<file path="config.mk">
export PLATFORM = sky130hd
export DESIGN_NAME = inst_encoder
export DESIGN_NICKNAME = d
export VERILOG_FILES = /design/src/rtl/rv_isa_pkg.sv /design/src/rtl/inst_enc_fifo2.sv /design/src/rtl/inst_encoder.sv
export SDC_FILE = /design/constraint.sdc
export NUM_CORES = 1
export LEC_CHECK = 0
export CAP_MARGIN = 20
export CORE_MARGIN = 3
export CORE_UTILIZATION = 41
export CTS_CLUSTER_DIAMETER = 120
export DETAILED_ROUTE_END_ITERATION = 8
export HOLD_SLACK_MARGIN = 0.02
export MAX_ROUTING_LAYER = met4
export PLACE_DENSITY = 0.71
export SKIP_LAST_GASP = 1
export SLEW_MARGIN = 20
export SYNTH_ARGS = -nofsm -noshare
export SYNTH_HDL_FRONTEND = slang
export SYNTH_SLANG_ARGS = --single-unit
</file>
<file path="constraint.sdc">
create_clock -name clk -period 1.75 [get_ports clk]
set_input_delay 0.175 -clock clk [delete_from_list [all_inputs] [get_ports clk]]
set_output_delay 0.175 -clock clk [all_outputs]
set_load 0.02 [all_outputs]
</file>
<file path="src/rtl/rv_isa_pkg.sv">
// rv_isa_pkg: RV32I instruction formats and major-opcode constants, shared with the ImmGen side.
package rv_isa_pkg;
  typedef enum logic [2:0] {FMT_R, FMT_I, FMT_S, FMT_B, FMT_U, FMT_J} fmt_e;
  localparam logic [4:0] OP_LOAD     = 5'd0;
  localparam logic [4:0] OP_MISC_MEM = 5'd3;
  localparam logic [4:0] OP_OP_IMM   = 5'd4;
  localparam logic [4:0] OP_AUIPC    = 5'd5;
  localparam logic [4:0] OP_STORE    = 5'd8;
  localparam logic [4:0] OP_LUI      = 5'd13;
  localparam logic [4:0] OP_BRANCH   = 5'd24;
  localparam logic [4:0] OP_JALR     = 5'd25;
  localparam logic [4:0] OP_JAL      = 5'd27;
  localparam logic [4:0] OP_SYSTEM   = 5'd28;
  function automatic fmt_e fmt_of(logic [4:0] op);
    return op == OP_STORE ? FMT_S :
           op == OP_BRANCH ? FMT_B :
           (op == OP_AUIPC || op == OP_LUI) ? FMT_U :
           op == OP_JAL ? FMT_J :
           (op == OP_LOAD || op == OP_MISC_MEM || op == OP_OP_IMM ||
            op == OP_JALR || op == OP_SYSTEM) ? FMT_I : FMT_R;
  endfunction
endpackage

</file>
<file path="src/rtl/inst_enc_fifo2.sv">
// inst_enc_fifo2: 2-entry FIFO with registered in_ready and registered head output.
module inst_enc_fifo2 #(
  parameter int W = 33
) (
  input  logic         clk,
  input  logic         rst_n,
  input  logic         in_valid,
  output logic         in_ready,
  input  logic [W-1:0] din,
  output logic         out_valid,
  input  logic         out_ready,
  output logic [W-1:0] dout
);
  logic [1:0] cnt, cnt_n;
  logic [W-1:0] m0, m1;
  logic push, pop;
  assign push = in_valid && in_ready;
  assign pop = out_valid && out_ready;
  assign out_valid = cnt != 2'd0;
  assign dout = m0;
  assign cnt_n = cnt + {1'b0, push} - {1'b0, pop};
  always_ff @(posedge clk) begin
    if (!rst_n) begin
      cnt <= 2'd0;
      in_ready <= 1'b0;
      m0 <= '0;
      m1 <= '0;
    end else begin
      cnt <= cnt_n;
      in_ready <= cnt_n < 2'd2;
      if (pop && cnt == 2'd2)
        m0 <= m1;
      else if (push && (cnt == 2'd0 || pop))
        m0 <= din;
      if (push && cnt == 2'd1 && !pop)
        m1 <= din;
    end
  end
endmodule

</file>
<file path="src/rtl/inst_encoder.sv">
// inst_encoder: packs RV32I fields into an instruction word behind a 2-entry output FIFO.
// Immediate range checking is built only when INST_ENC_RANGE_CHECK_EN is defined.
module inst_encoder
  import rv_isa_pkg::*;
(
  input  logic        clk,
  input  logic        rst_n,
  input  logic        InValid,
  output logic        InReady,
  input  logic [6:0]  Opcode,
  input  logic [4:0]  Rd,
  input  logic [4:0]  Rs1,
  input  logic [4:0]  Rs2,
  input  logic [2:0]  Funct3,
  input  logic [6:0]  Funct7,
  input  logic [31:0] Immediate,
  output logic        OutValid,
  input  logic        OutReady,
  output logic [31:0] Instruction,
  output logic        ImmError
);
  fmt_e fmt;
  logic [31:0] word;
  logic imm_err;
  logic [31:0] i;
  assign i = Immediate;
  assign fmt = fmt_of(Opcode[6:2]);
  always_comb begin
    word = fmt == FMT_I ? {i[11:0], Rs1, Funct3, Rd, Opcode} :
           fmt == FMT_S ? {i[11:5], Rs2, Rs1, Funct3, i[4:0], Opcode} :
           fmt == FMT_B ? {i[12], i[10:5], Rs2, Rs1, Funct3, i[4:1], i[11], Opcode} :
           fmt == FMT_U ? {i[31:12], Rd, Opcode} :
           fmt == FMT_J ? {i[20], i[10:1], i[11], i[19:12], Rd, Opcode} :
                          {Funct7, Rs2, Rs1, Funct3, Rd, Opcode};
  end
`ifdef INST_ENC_RANGE_CHECK_EN
  logic eq11, eq12, eq20;
  assign eq11 = &i[31:11] || ~|i[31:11];
  assign eq12 = &i[31:12] || ~|i[31:12];
  assign eq20 = &i[31:20] || ~|i[31:20];
  always_comb begin
    imm_err = (fmt == FMT_I || fmt == FMT_S) ? !eq11 :
              fmt == FMT_B ? (!eq12 || i[0]) :
              fmt == FMT_J ? (!eq20 || i[0]) :
              fmt == FMT_U ? |i[11:0] : 1'b0;
  end
`else
  assign imm_err = 1'b0;
`endif
  inst_enc_fifo2 #(.W(33)) u_fifo (
    .clk       (clk),
    .rst_n     (rst_n),
    .in_valid  (InValid),
    .in_ready  (InReady),
    .din       ({imm_err, word}),
    .out_valid (OutValid),
    .out_ready (OutReady),
    .dout      ({ImmError, Instruction})
  );
endmodule

</file>
Yosys cells after proc, flatten, opt, wreduce, memory -nomap -nowiden
Cells that the tools add are included.

Output and inout port bits: 35. Logic and storage cells: 52. Bits in registers: 68. Bits of input ports: 68.

$add $sub $neg: 2. Equality and inequality tests: 16. Magnitude comparators: 1. Reductions and logical operators: 17. Multiplexer cells: 12.

Operator list (count): 32-bit 2-to-1 mux (5); 33-bit 2-to-1 mux (2); 5-bit equality test (second input constant) (4); 3-bit 2-to-1 mux (4); 5-bit by 3-bit equality test with 1-bit output (second input constant) (2); 5-bit by 4-bit equality test with 1-bit output (second input constant) (2); 3-bit by 2-bit equality test with 1-bit output (second input constant) (2); 3-bit equality test (second input constant) (2); 1-bit logical AND (6); 1-bit logical OR (6); 5-bit by 2-bit equality test with 1-bit output (second input constant) (1); 5-bit zero test (1); 2-bit nonzero test (2); 3-bit by 1-bit equality test with 1-bit output (second input constant) (1); 2-bit by 1-bit adder with 2-bit output (1); 2-bit by 1-bit equality test with 1-bit output (second input constant) (1); 2-bit equality test (second input constant) (1); 2-bit zero test (1); 2-bit < comparator (second input constant) (1); 2-bit by 1-bit subtractor with 2-bit output (1); 1-bit zero test (1); 1-bit 2-to-1 mux (1).

Logic depth before layout (Yosys ltp)
Gate-level depths: netlist of the first run.

Depth in word-level cells: 18. Gate-level depth with buffers: 8. Mapped depth without buffers: 8.

By module
Synthesis of the first run repeated with hierarchy kept, for this count alone.

Cell total of the unflattened synthesis: 465. Area, all modules: 3779.9 um2.

Modules (own cells, without submodules): inst_enc_fifo2 (times used 1, cells each 354, area each 3007.9 um2, seq. area each 1381.3 um2); inst_encoder (times used 1, cells each 111, area each 772.0 um2, seq. area each 0.0 um2).

Worst setup path after synthesis of the first run
Ideal clock, no wire load.

Path kind: reg2reg. Start point: reg u_fifo.in_ready. End point: reg u_fifo.m0[7] (netlist: u_fifo.dout[7]). Setup time: 0.116 ns. Path buffers: 1. Clock period less this slack: 1.650 ns. Stages on the path, launching flop included: 7. Required time: 1.634 ns. Path slack: 0.100 ns. Arrival time: 1.534 ns. Path through: dfxtp_1 and2_1 o21ai_1 nand2_1 clkbuf_1 o211ai_1 o211a_1.

Cells in the longest elaborated chain, start to end: 3.

RTL lines: from (decl) (line inst_enc_fifo2.sv:8) `output logic in_ready,`; from (signal assigned) (line inst_enc_fifo2.sv:30) `in_ready <= cnt_n < 2'd2;`; 1-bit logical AND (line inst_enc_fifo2.sv:17) `assign push = in_valid && in_ready;`; 1-bit logical AND (line inst_enc_fifo2.sv:33) `else if (push && (cnt == 2'd0 || pop))`; 2-bit nonzero test (no source line); to (signal assigned) (line inst_enc_fifo2.sv:32) `m0 <= m1;`; to (signal assigned) (line inst_enc_fifo2.sv:34) `m0 <= din;`; to (decl) (line inst_enc_fifo2.sv:15) `logic [W-1:0] m0, m1;`.

Every way passes these cells. A chain may end at the register's enable or synchronous reset.

Worst setup path after layout of the first run
Start point: reg u_fifo.cnt[1]. End point: out OutValid.

Cells in the longest elaborated chain, start to end: 1.

RTL lines: from (decl) (line inst_enc_fifo2.sv:14) `logic [1:0] cnt, cnt_n;`; from (signal assigned) (line inst_enc_fifo2.sv:29) `cnt <= cnt_n;`; 2-bit nonzero test (line inst_enc_fifo2.sv:19) `assign out_valid = cnt != 2'd0;`; to (decl) (line inst_encoder.sv:17) `output logic OutValid,`.

Every way passes these cells.

==> results of run 1 <==
-- cell families (layout without fill, tap and decap cells) --
kind of cell | after synthesis | in the layout
mux | 13 | 13
fa+ha+maj | 3 | 3
buf+inv | 51 | 186
flops | 67 | 67
other cells | 1 | 1
compound gates | 143 | 143
simple gates | 159 | 159
xor+xnor | 2 | 2
-- report_power, final --
part           total, mW  internal (mW)  switching (mW)
combinational       2.37           1.13            1.24
clock               1.18          0.552           0.632
sequential          1.94           1.78           0.157
total               5.50           3.47            2.03
-- worst max-delay path: stages, from the launching register on --
cell and delay (ns):
dfxtp_1 0.41, nor2_2 0.08, inv_1 0.05, clkdlybuf4s50_1 0.60
-- registers in the layout, indices dropped and copies added (netlist names) --
name / cells
u_fifo.in_ready: 1
u_fifo.m1: 32
u_fifo.dout: 32
u_fifo.cnt: 2
-- cells in the final DEF (no fill, tap or decap), drive strengths merged, types with 8 or more instances in the layout --
| master | synthesis | routed |
|---|---|---|
| a211o | 9 | 9 |
| a211oi | 12 | 12 |
| a21oi | 36 | 36 |
| a31oi | 10 | 10 |
| and2 | 12 | 12 |
| buf | 14 | 57 |
| clkbuf | 25 | 10 |
| clkdlybuf4s50 | 0 | 97 |
| dfxtp | 67 | 67 |
| inv | 11 | 12 |
| mux2i | 13 | 13 |
| nand2 | 72 | 72 |
| nand3 | 10 | 10 |
| nor2 | 38 | 38 |
| o211ai | 11 | 11 |
| o21ai | 14 | 14 |
| o221ai | 8 | 8 |
-- through the flow --
stage	utilization, %	TNS, ns
finish	63.5	0
global route	63.5	-0.00933
CTS	62.3	-0.0374
detailed placement	59.8	-16.67
global placement	59.8	-14.85
floorplan	-	0
-- path summary, 6_finish.rpt --
kind	start	to	slack, ns	cells past startpoint
worst min-delay path	Opcode[3]	u_fifo.m1[3]	0.31	4
worst min register to register	u_fifo.m1[29]	u_fifo.m1[29]	0.46	2
worst max register to register	u_fifo.cnt[1]	u_fifo.in_ready	0.13	8
worst max-delay path	u_fifo.cnt[1]	OutValid	0.08	3
-- layer usage --
metal / routed length [um] / vias to the layer above / share of wire (%)
li1: - / 1852 / -
met1: 4940 / 1819 / 45
met2: 5380 / 129 / 49
met3: 636 / 11 / 5.7
met4: 117 / 0 / 1.1
met5: 0 / - / 0
-- area by class of cell --
cell class / count / area share, %
Tap cell: 105 / 2.49
Multi-Input combinational cell: 321 / 38.7
Inverter: 12 / 0.855
Timing Repair Buffer: 158 / 29.1
Clock buffer: 10 / 2.61
Clock inverter: 6 / 0.760
Sequential cell: 67 / 25.5
-- repair_timing --
| item | in CTS | in global routing |
|---|---|---|
| endpoints found under the setup margin | 17 | 34 |
| hold buffers | 0 | 0 |
| cloned | 0 | 2 |
| resized for setup | 7 | 17 |
| buffers inserted | 0 | 3 |
| pin swaps | 1 | 2 |
==> impl_metrics.csv, run 1 <==
group,metric,value,unit
setup_path,endpoint_kind,"output port",
final_layout,drive_above_1_share,17.4,%
floorplanning,dieArea,9770,sq um
timing,hold_ws,0.315,ns
timing,fmax,600,MHz
global_route,grt_antenna_before_repair,0,
setup_path,cp.required,1.57,ns
final_layout,fin_cells,679,
global_route,grt_use_met3,3.82,%
final_layout,area_growth,49.1,%
logic_synthesis,synth_edf_count,0,
setup_path,path_class,"reg -> out",
timing,grt_setup_unrepaired,"yes",
timing,fin_ws,0.0831,ns
logic_synthesis,yosys.cell_types.count,58,
global_route,grtUsageMet2,35.8,%
logic_synthesis,synth_area,3530,sq um
timing,hold_viol_final,0,
cts,numCtsBuffers,9,
logic_synthesis,synth.most_common_cell,"nand2_1",
logic_synthesis,async_flop_share,0,%
logic_synthesis,synthCells,439,
global_route,grt_pass1_wl,17500,um
logic_synthesis,synthMuxAreaShare,3.68,%
final_layout,final_nets,639,
floorplanning,fp.dieH,98.8,um
placed_design,io_buffers,101,
cts,cts_root_buf,"clkbuf_8",
logic_synthesis,synth_top_family_by_area,"compound AO/OA/AOI/OAI gates",
pwr,power_density,1040,nW/um^2
logic_synthesis,synthFlopType,"dfxtp_1",
cts,clk_pin_slew,0.08,ns
routing,via_per_inst,5.61,
logic_synthesis,ys_top_cells_by_count,"72 x nand2_1, 67 x dfxtp_1, 38 x nor2_1",
routing,first_pass_iters,5,
cts,clk_latency,0.35,ns
timing,finClkSkew,0.00706,ns
logic_synthesis,ys_seq_elements,67,
placed_design,hpwl,7870,um
global_route,grtUsageTotal,22.6,%
routing,wl,11100,um
placed_design,placed_area,4960,sq um
pwr,p_leak,2.05,nW
pwr,peakVddDrop,0.000597,V
setup_path,crit_arrival,1.49,ns
logic_synthesis,synth-adder-area-share,1.03,%
placed_design,dp.cells,658,
cts,numClockSinks,67,
global_route,met1_usage,29.7,%
floorplanning,pin_count,103,
routing,vias,3811,
final_layout,multiInputGateArea,2040,sq um
global_route,grt_max_degree,31,
run_status,outcome,"finished clean",
timing,drv_slew,0,
placed_design,gp_congestion,0.881,
final_layout,final_cell_area,5270,sq um
routing,ant_nets,0,
logic_synthesis,synth-compound-area-share,29.9,%
logic_synthesis,syn-num-nets,509,
timing,setup_viol_count_final,0,
logic_synthesis,synth_top_area_cell,"dfxtp_1",
logic_synthesis,synth-simple-area-share,20.5,%
logic_synthesis,ys.warnings.count,0,
final_layout,num_antenna_cells,0,
global_route,grt_overflow,0,
floorplanning,coreArea,8300,sq um
pwr,power,5.50,mW
setup_path,critical_path_peak_fanout,5,
logic_synthesis,yosysSeqAreaShare,38.0,%
logic_synthesis,synth_top_area_share,38.0,%
floorplanning,initial_core_util,42.6,%
floorplanning,die_w,98.8,um
placed_design,post-place-ws,-0.450,ns
routing,first_iter_violations,212,
timing,finalCriticalPeriod,1.67,ns
final_layout,final-seq-area,1340,sq um
final_layout,final.fill_count,737,
global_route,grt_most_used_layer,"met2",
logic_synthesis,synth_xor_area_share,0.496,%
timing,period_share,95.2,%
cts,cts_tree,"done",
routing,wire_per_inst,16.3,um
cts,cts.path.max_buffers,2,
logic_synthesis,synth_area_leaders,"dfxtp_1 38%, nand2_1 7.6%, a21oi_1 4.1%",
cts,htreeDepth,3,
global_route,grt_pass1_vias,3562,
routing,drc,0,
min_path,hp-class,"in -> reg",
floorplanning,num_rows,33,
flow_run,maxCapViolCount,0,
logic_synthesis,syn_area_per_cell,8.05,sq um
setup_path,startpoint_type,"flop",
No activity file was read; power rests on OpenSTA's default activity.
==> run 2: changes to the inputs <==
Settings changed: ABC_AREA set to 1, CELL_PAD_IN_SITES_DETAIL_PLACEMENT set to 0, CELL_PAD_IN_SITES_GLOBAL_PLACEMENT set to 2, CORE_UTILIZATION 41 to 25, PLACE_DENSITY 0.71 to unset, PLACE_DENSITY_LB_ADDON set to 0.1.
==> run 2 against run 1 <==
Compared with the run above:
- via count is 4.1% lower
- non-clock buffer count is 21 lower
- core utilization is 24 points lower
- clock skew is 0.0017 ns lower
- highest routed layer unchanged
- first-iteration DRC count is 25% lower
- count of clock-buffer cells in the layout is 1 lower
- sequential cell count stayed put
- total power is 15% higher
- die area is 56% higher
- sequential share of layout area hardly changed
==> impl_metrics.csv, run 2 <==
group,metric,value,unit
run_status,outcome,"finished clean",
logic_synthesis,synth_area,3440,sq um
routing,wl_met2,5720,um
final_layout,num_antenna_cells,0,
setup_path,cp-endpoint,"u_fifo.m1[17]",
routing,wl,11700,um
cts,numCtsBuffers,9,
timing,hold_viol_final,0,
placed_design,io_buffers,101,
timing,drv_slew,0,
final_layout,final-seq-area,1340,sq um
timing,finalCriticalPeriod,1.56,ns
routing,drc,0,
placed_design,gp_congestion,0.834,
routing,vias,3655,
final_layout,final_cell_mix,"152 x nand2_1, 97 x clkdlybuf4s50_1, 67 x dfxtp_1",
cts,htreeDepth,3,
logic_synthesis,ys.warnings.count,0,
floorplanning,num_rows,42,
routing,highest_layer,"met4",
setup_path,timing.rr.end,"u_fifo.dout[20]",
setup_path,r2r_cells,8,
routing,met3_length,524,um
global_route,grt_overflow,0,
placed_design,hpwl,8640,um
setup_path,crit_arrival,1.79,ns
final_layout,final.fill_count,1456,
logic_synthesis,ys_top_cells_by_count,"153 x nand2_1, 67 x dfxtp_1, 60 x nor2_1",
setup_path,startpoint_type,"input port",
setup_path,crit_start,"Opcode[4]",
cts,cts.path.max_buffers,2,
logic_synthesis,yosys.cell_types.count,29,
logic_synthesis,ys_seq_elements,67,
routing,via_per_inst,4.44,
global_route,grt_pass1_vias,3546,
timing,setup_viol_count_final,0,
floorplanning,fp.dieH,123,um
routing,first_iter_violations,160,
routing,wire_per_inst,14.2,um
timing,period_share,89.2,%
timing,finClkSkew,0.00533,ns
logic_synthesis,yosysSeqAreaShare,39.0,%
cts,clk_pin_slew,0.06,ns
floorplanning,dieArea,15200,sq um
routing,wl_met1,5380,um
cts,hold_buffers,0,
global_route,grt_max_degree,37,
min_path,worstHoldPathCells,3,
min_path,hp-class,"in -> reg",
cts,cts_tree,"done",
pwr,power_density,1200,nW/um^2
logic_synthesis,async_flop_share,0,%
timing,tns,0,ns
setup_path,regToRegStartpoint,"u_fifo.cnt[1]",
final_layout,multiInputGateArea,1800,sq um
logic_synthesis,syn-num-nets,591,
final_layout,final_nets,712,
floorplanning,die_w,123,um
final_layout,final_common_cell,"nand2_1",
final_layout,drive_above_1_share,12.1,%
logic_synthesis,synth_edf_count,0,
routing,ant_nets,0,
global_route,grt_pass1_wl,18200,um
global_route,grt_antenna_before_repair,0,
floorplanning,coreArea,13300,sq um
logic_synthesis,synthFlopType,"dfxtp_1",
logic_synthesis,synth_top_area_cell,"dfxtp_1",
cts,cts_root_buf,"clkbuf_16",
cts,numClockSinks,67,
flow_run,maxCapViolCount,0,
logic_synthesis,synthCells,521,
final_layout,area_growth,52.9,%
routing,first_pass_iters,6,
cts,clk_latency,0.33,ns
floorplanning,pin_count,103,
setup_path,cp.required,1.98,ns
pwr,peakVddDrop,0.000580,V
logic_synthesis,synth.most_common_cell,"nand2_1",
floorplanning,initial_core_util,25.8,%
setup_path,endpoint_kind,"flop",
setup_path,rrSetupSlack,0.25,ns
logic_synthesis,syn_area_per_cell,6.60,sq um
setup_path,critical_path_peak_fanout,6,
logic_synthesis,synth_area_leaders,"dfxtp_1 39%, nand2_1 17%, a21oi_1 8.4%",
logic_synthesis,synth_top_area_share,39.0,%
setup_path,path_class,"in -> reg",
pwr,p_leak,2.45,nW
pwr,power,6.32,mW
timing,grt_setup_unrepaired,"no",
global_route,grtUsageTotal,16.1,%
timing,fmax,641,MHz
## run 2: cell types whose count changed after synthesis, sizes merged, moves of 8 or more
cell    change
o221ai      -8
nor2       +27
a211oi     -12
o21ai      +32
and2       -12
nand2      +84
inv        +36
mux2i      -13
nand3      +22
a21oi      +23
clkbuf     -11
a211o       -9
a31oi       -8
## run 2: metal layers
metal	vias up	global-route usage (%)
met5	-	-
met4	0	2.91
met3	4	4.12
met2	78	27.7
met1	1652	19.3
li1	1921	-
## run 2: power by group
group | internal, mW | switching, mW | total (mW)
sequential | 1.81 | 0.167 | 1.97
combinational | 1.02 | 1.34 | 2.36
clock | 1.26 | 0.729 | 1.99
total | 4.09 | 2.23 | 6.32
## run 2: repair_timing
| item | CTS | global route |
|---|---|---|
| setup endpoints to repair | 0 | 14 |
| buffers inserted | 0 | 2 |
| resized for setup | 0 | 8 |
## run 2: how the worst min path moves through the flow
stage	slack (ns)	from	to
2_1_floorplan	0.31	Opcode[0]	u_fifo.m1[0]
3_3_place_gp	0.45	u_fifo.m1[5]	u_fifo.dout[5]
3_5_place_dp	0.45	u_fifo.m1[2]	u_fifo.dout[2]
4_1_cts	0.44	Opcode[1]	u_fifo.m1[1]
5_1_grt	0.33	Opcode[3]	u_fifo.dout[3]
6_report	0.29	Opcode[2]	u_fifo.dout[2]
## run 2: critical path, stage by stage
cell             delay (ns)
clkdlybuf4s50_1        0.51
buf_4                  0.14
nand3_2                0.13
inv_4                  0.13
nor2_8                 0.05
buf_4                  0.18
buf_4                  0.16
nand2_1                0.05
nand2_1                0.09
o21ai_1                0.12
inv_1                  0.04
## run 2: layout make-up
cell class	instances	share of cell area, %
clock buffers	9	4.28
inverters	47	3.45
flip-flops and latches	67	25.5
well taps	176	4.19
clock inverters	7	1.90
repair buffers	137	26.5
multi-input cells	380	34.2
## run 2: cells by family (layout without fill, tap and decap cells)
| kind of cell | after synthesis | in the layout | synth area share [%] |
|---|---|---|---|
| XOR/XNOR | 2 | 2 | 0.509 |
| other | 1 | 1 | 0.109 |
| AND/OR/NAND/NOR | 256 | 256 | 31.9 |
| buffers and inverters | 74 | 200 | 9.13 |
| AO/OA/AOI/OAI | 119 | 119 | 18.6 |
| adder cells (fa/ha/maj) | 2 | 2 | 0.727 |
| flip-flops | 67 | 67 | 39.0 |
## run 2: stage by stage
| step | std cells | cell area (sq um) | worst slack [ns] | hold WS [ns] | utilization, % |
|---|---|---|---|---|---|
| after CTS | 821 | 5200 | 0.0350 | 0.445 | 39.0 |
| after floorplan | 521 | 3440 | 0.283 | 0.310 | - |
| final | 823 | 5260 | 0.189 | 0.286 | 39.4 |
| after detailed placement | 805 | 4880 | -0.266 | 0.447 | 36.5 |
| after global routing | 823 | 5260 | 0.0440 | 0.326 | 39.4 |
| after global placement | 805 | 4880 | -0.243 | 0.445 | 36.5 |
==> run 3: changes to the inputs <==
Settings changed: SKIP_CTS_REPAIR_TIMING set to 1.
==> results of run 3 <==
Same layout as run 2: the final DEF is identical, and so are final timing and power.
